### src/rtl/multicycle_ctrl.sv
// multicycle_ctrl: Moore control FSM for a multicycle RISC-V datapath with single-step and retire counter
module multicycle_ctrl #(
  parameter int NBITS_CNT = 8
) (
  input  logic                 clk_2,
  input  logic                 reset,
  input  logic [6:0]           opcode,
  input  logic [2:0]           funct3,
  input  logic                 funct7b5,
  input  logic                 zero,
  input  logic                 step_en,
  output logic                 pc_write,
  output logic                 adr_src,
  output logic                 mem_write,
  output logic                 ir_write,
  output logic [1:0]           result_src,
  output logic [1:0]           alu_src_a,
  output logic [1:0]           alu_src_b,
  output logic [2:0]           alu_control,
  output logic                 reg_write,
  output logic                 branch,
  output logic                 halted,
  output logic [3:0]           state_o,
  output logic [NBITS_CNT-1:0] instr_count
);
  localparam logic [3:0] S_FETCH = 4'd0, S_DECODE = 4'd1, S_MEMADR = 4'd2, S_MEMREAD = 4'd3,
                         S_MEMWB = 4'd4, S_MEMWRITE = 4'd5, S_EXECR = 4'd6, S_EXECI = 4'd7,
                         S_ALUWB = 4'd8, S_BEQ = 4'd9, S_JAL = 4'd10, S_HALT = 4'd15;
  localparam logic [6:0] OP_LW = 7'b0000011, OP_SW = 7'b0100011, OP_R = 7'b0110011,
                         OP_I = 7'b0010011, OP_BEQ = 7'b1100011, OP_JAL = 7'b1101111;
  logic [3:0]           r_state, w_next;
  logic [NBITS_CNT-1:0] r_count;
  logic                 w_retire, w_pc_update, w_ir, w_mem, w_reg;
  logic [1:0]           w_alu_op;
  always_ff @(posedge clk_2) begin
    if (reset) begin
      r_state <= S_FETCH;
      r_count <= '0;
    end else if (step_en) begin
      r_state <= w_next;
      r_count <= r_count + NBITS_CNT'(w_retire);
    end
  end
  always_comb begin
    w_next = S_FETCH;
    case (r_state)
      S_FETCH:   w_next = S_DECODE;
      S_DECODE:  w_next = (opcode == OP_LW || opcode == OP_SW) ? S_MEMADR :
                          opcode == OP_R   ? S_EXECR :
                          opcode == OP_I   ? S_EXECI :
                          opcode == OP_BEQ ? S_BEQ   :
                          opcode == OP_JAL ? S_JAL   : S_HALT;
      S_MEMADR:  w_next = (opcode == OP_SW) ? S_MEMWRITE : S_MEMREAD;
      S_MEMREAD: w_next = S_MEMWB;
      S_EXECR, S_EXECI, S_JAL: w_next = S_ALUWB;
      S_HALT:    w_next = S_HALT;
      default:   w_next = S_FETCH;
    endcase
  end
  always_comb begin
    w_pc_update = 1'b0;
    w_ir        = 1'b0;
    w_mem       = 1'b0;
    w_reg       = 1'b0;
    w_alu_op    = 2'b00;
    adr_src     = 1'b0;
    result_src  = 2'b00;
    alu_src_a   = 2'b00;
    alu_src_b   = 2'b00;
    branch      = 1'b0;
    halted      = 1'b0;
    case (r_state)
      S_FETCH:    begin w_ir = 1'b1; alu_src_b = 2'b10; result_src = 2'b10; w_pc_update = 1'b1; end
      S_DECODE:   begin alu_src_a = 2'b01; alu_src_b = 2'b01; end
      S_MEMADR:   begin alu_src_a = 2'b10; alu_src_b = 2'b01; end
      S_MEMREAD:  adr_src = 1'b1;
      S_MEMWB:    begin result_src = 2'b01; w_reg = 1'b1; end
      S_MEMWRITE: begin adr_src = 1'b1; w_mem = 1'b1; end
      S_EXECR:    begin alu_src_a = 2'b10; w_alu_op = 2'b10; end
      S_EXECI:    begin alu_src_a = 2'b10; alu_src_b = 2'b01; w_alu_op = 2'b10; end
      S_ALUWB:    w_reg = 1'b1;
      S_BEQ:      begin alu_src_a = 2'b10; w_alu_op = 2'b01; branch = 1'b1; end
      S_JAL:      begin alu_src_a = 2'b01; alu_src_b = 2'b10; w_pc_update = 1'b1; end
      S_HALT:     halted = 1'b1;
      default:    ;
    endcase
  end
  // Subtract only for R-type with funct7[5]; I-type addi never subtracts
  assign alu_control = w_alu_op == 2'b00 ? 3'b000 :
                       w_alu_op == 2'b01 ? 3'b001 :
                       funct3 == 3'b000  ? ((opcode[5] & funct7b5) ? 3'b001 : 3'b000) :
                       funct3 == 3'b010  ? 3'b101 :
                       funct3 == 3'b110  ? 3'b011 :
                       funct3 == 3'b111  ? 3'b010 : 3'b000;
  assign w_retire    = (r_state == S_MEMWB) || (r_state == S_MEMWRITE) ||
                       (r_state == S_ALUWB) || (r_state == S_BEQ);
  assign pc_write    = step_en & (w_pc_update | (branch & zero));
  assign ir_write    = step_en & w_ir;
  assign mem_write   = step_en & w_mem;
  assign reg_write   = step_en & w_reg;
  assign state_o     = r_state;
  assign instr_count = r_count;
endmodule

### config.mk
export PLATFORM = sky130hd
export DESIGN_NAME = multicycle_ctrl
export DESIGN_NICKNAME = d
export VERILOG_FILES = /design/src/rtl/multicycle_ctrl.sv
export SDC_FILE = /design/constraint.sdc
export NUM_CORES = 1
export LEC_CHECK = 0
export CAP_MARGIN = 25
export CORE_AREA = 4 4 53 55
export DETAILED_ROUTE_END_ITERATION = 8
export DIE_AREA = 0 0 57 59
export DONT_BUFFER_PORTS = 1
export GPL_TIMING_DRIVEN = 0
export PLACE_DENSITY_LB_ADDON = 0.25
export RECOVER_POWER = 100
export SETUP_SLACK_MARGIN = 0.1
export SLEW_MARGIN = 20
export SYNTH_ARGS = -nofsm -noshare
export SYNTH_HDL_FRONTEND = slang
export SYNTH_SLANG_ARGS = --single-unit
export TNS_END_PERCENT = 10
### constraint.sdc
create_clock -name clk_2 -period 1.8 [get_ports clk_2]
set_input_delay 0.18 -clock clk_2 [delete_from_list [all_inputs] [get_ports clk_2]]
set_output_delay 0.18 -clock clk_2 [all_outputs]
set_load 0.05 [all_outputs]
==> results of run 1 <==
per-stage QoR:
stage	TNS, ps	instance area (um2)	hold slack [ps]
after floorplan	-373.1	1121	238.8
after global placement	-1322	1159	242.8
after detailed placement	-1445	1167	243.1
after CTS	-2219	1410	129.5
after global routing	-3191	1473	152.4
final	-1827	1473	134.5
path summary, 6_finish.rpt:
| path | from | end | slack (ps) | cells after the start |
|---|---|---|---|---|
| worst min register to register | instr_count[7] | instr_count[7] | 740 | 2 |
| worst max register to register | state_o[3] | instr_count[5] | -150 | 8 |
| worst max-delay path | state_o[2] | ir_write | -380 | 4 |
| worst min-delay path | opcode[5] | state_o[2] | 130 | 2 |
cell families (layout without fill, tap and decap cells):
kind of cell               count (synthesis)  in the layout  share of synthesized area [%]
AOI/OAI and AO/OA                         29             29                          18.76
xor gates and xnor gates                   8              8                          7.552
adders and majority gates                  2              2                          2.436
buffers and inverters                     15             30                          11.57
DFF                                       12             12                          23.39
muxes                                      2              2                          1.949
and+or+nand+nor                           65             65                          34.35
synthesized netlist by cell type (all sizes together) (3+ instances only):
master / n
xor2: 5
nand2: 14
nor3: 10
nor2: 16
nor4: 3
a221oi: 4
dfxtp: 12
xnor2: 3
nand3: 5
inv: 5
o21ai: 8
buf: 8
nand4: 5
a21oi: 10
power by group:
group          switching [W]  internal [W]
Clock              0.0000863     0.0000860
Combinational       0.000246      0.000138
Sequential         0.0000371      0.000273
layer usage:
layer  wire length, um  GRT usage, %  part of all wire [%]  up-vias
met4                24         5.629                  0.82        0
met2              1442         27.24                    49       44
met3               278         6.100                   9.5        4
met5                 0             0                     0        -
met1              1179         22.67                    40      482
li1                  -             -                     -      510
worst reg2reg max path: stages, from the launching register on:
cell and delay, ps:
dfxtp_4 410, buf_8 150, buf_4 160, xnor2_4 150
nor2_2 100, ha_2 210, nand4_1 180, or3_1 380
a21oi_1 140
state kept, by name (all words and copies together) (netlist names):
signal	count
instr_count	8
state_o	4
area by class of cell:
cell class	instances	area (um2)	share of cell area, %
plain buffers	10	143.9	9.771
clock buffers	4	26.28	1.784
inverters	5	21.27	1.444
multi-input cells	106	879.6	59.73
flip-flops and latches	12	255.2	17.33
well taps	30	37.54	2.549
repair buffers	11	108.9	7.392
repair_timing:
item / 4_1_cts / 5_1_grt
cloned: 0 / 0
setup buffers: 10 / 0
endpoints found under the setup margin: 24 / 25
hold endpoints to repair: 2 / 0
hold buffers: 1 / 0
gates resized for setup: 24 / 14
pin swaps: 12 / 2
==> impl_metrics.csv, run 1 <==
group,metric,value,unit
sta,tightest_slew,767.7,ps
logic_synthesis,yosysSeqAreaShare,23.39,%
logic_synthesis,synth.area.top_cells,"dfxtp_1 (23%), nor2_1 (5.8%), buf_6 (5.5%)",
global_route,grt_pass1_vias,964,
logic_synthesis,ys_seq_elements,12,
cells_and_area,num-fill-cells,203,
logic_synthesis,yosysTopAreaCell,"dfxtp_1",
logic_synthesis,synthesis.nets,150,
global_route,grt_usage,17.47,%
sta,final_hold_viol_count,0,
floorplan,ios,43,
logic_synthesis,synth_edf_count,0,
power,power.total,0.0008659,W
route,detail_route.iter0.violations,53,
cells_and_area,fin_nets,166,
cells_and_area,final_util,61.69,%
floorplan,rows,18,
cells_and_area,mostFrequentLayoutCell,"nand2_1",
sta,fmax,458.0,MHz
power,leakagePower,0.5147,nW
cells_and_area,fin_cells,178,
route,vias,1040,
clock_network,clkTransAtPathRegs,60,ps
sta,max_slew_margin,48.44,%
placed_design,dp_hpwl,2041,um
sta,period_share,121.3,%
logic_synthesis,synth_top_area_share,23.39,%
logic_synthesis,synthFlopType,"dfxtp_1",
sta,rsz0062_at_grt,"yes",
sta,finalSetupViolCount,13,
logic_synthesis,async_flop_share,0,%
clock_network,ctsHtreeMaxLevel,1,
logic_synthesis,synthCells,133,
route,wl_per_cell,16.43,um
placed_design,dp_cells,163,
placed_design,portBuffers,0,
worst_setup_path,arrival,2000,ps
global_route,antenna_found_initial,0,
cells_and_area,drive_gt1_share,39.86,%
status,outcome,"finished, violations left",
worst_setup_path,critical_path_class,"reg2out",
logic_synthesis,synth_cell_types,41,
global_route,grt_pass1_wl,4643,um
worst_setup_path,crit_fanout,5,
worst_setup_path,worstPathRequired,1620,ps
clock_network,clock_latency,280,ps
worst_setup_path,cp_cell_sequence,"buf_8 > buf_8 > nor4_4 > and2_4",
sta,final-max-slew-violation-count,0,
sta,worst_slack,-383.2,ps
floorplan,die_area,3363,um2
global_route,globalRoute.totalOverflow,0,
worst_hold_path,worstHoldPathType,"in2reg",
route,dr.pass1.iters,4,
worst_setup_path,critPathTopFamily,"simple AND/OR/NAND/NOR gates",
placed_design,place.gp.congestion,0.8387,
worst_setup_path,crit_path_start_kind,"flop",
route,detail-route-antenna-nets,0,
worst_setup_path,crit_path_frequent_cell,"buf_8",
logic_synthesis,syn_area_per_cell,7.724,um2
cells_and_area,mostFrequentLayoutCells,"nand2_1 (12), nor2_1 (10)",
sta,clock_skew,9.962,ps
floorplan,die_y,59,um
clock_network,cts_root_buf,"clkbuf_4",
clock_network,numCtsBuffers,3,
logic_synthesis,ys_warn_count,0,
floorplan,die_w,57,um
run,max_cap_violations,0,
worst_setup_path,endpoint_kind,"output port",
sta,finalCriticalPeriod,2183,ps
status,violations,"negative setup slack",
worst_setup_path,cpPeakStageDelay,690,ps
logic_synthesis,mappedNetlistArea,1027,um2
route,drc,0,
worst_setup_path,slowest_stage,"nor4_4",
clock_network,cts_sinks,12,
worst_setup_path,path_buf_inv,2,
route,vias_per_cell,5.843,
power,ir_drop,0.0006021,V
floorplan,placeableCoreArea,2387,um2
placed_design,dp_slack,-183.1,ps
clock_network,cts_tree,"built",
power,power.density,588.0,nW/um2
global_route,grt_start_max_net_pins,11,
cells_and_area,syn2layout_area_growth,43.36,%
cells_and_area,num_antenna_cells,0,
clock_network,clockBufferDepth,2,
floorplan,start_util,43.03,%
route,totalWireLength,2924,um
Note: power is estimated with default switching activity, not from simulation.
==> run 2: changes to the inputs <==
- ABC_CLOCK_PERIOD_IN_PS: default -> 1800
==> results of run 2 <==
The final DEF is identical to that of run 1; final timing and power are the same.
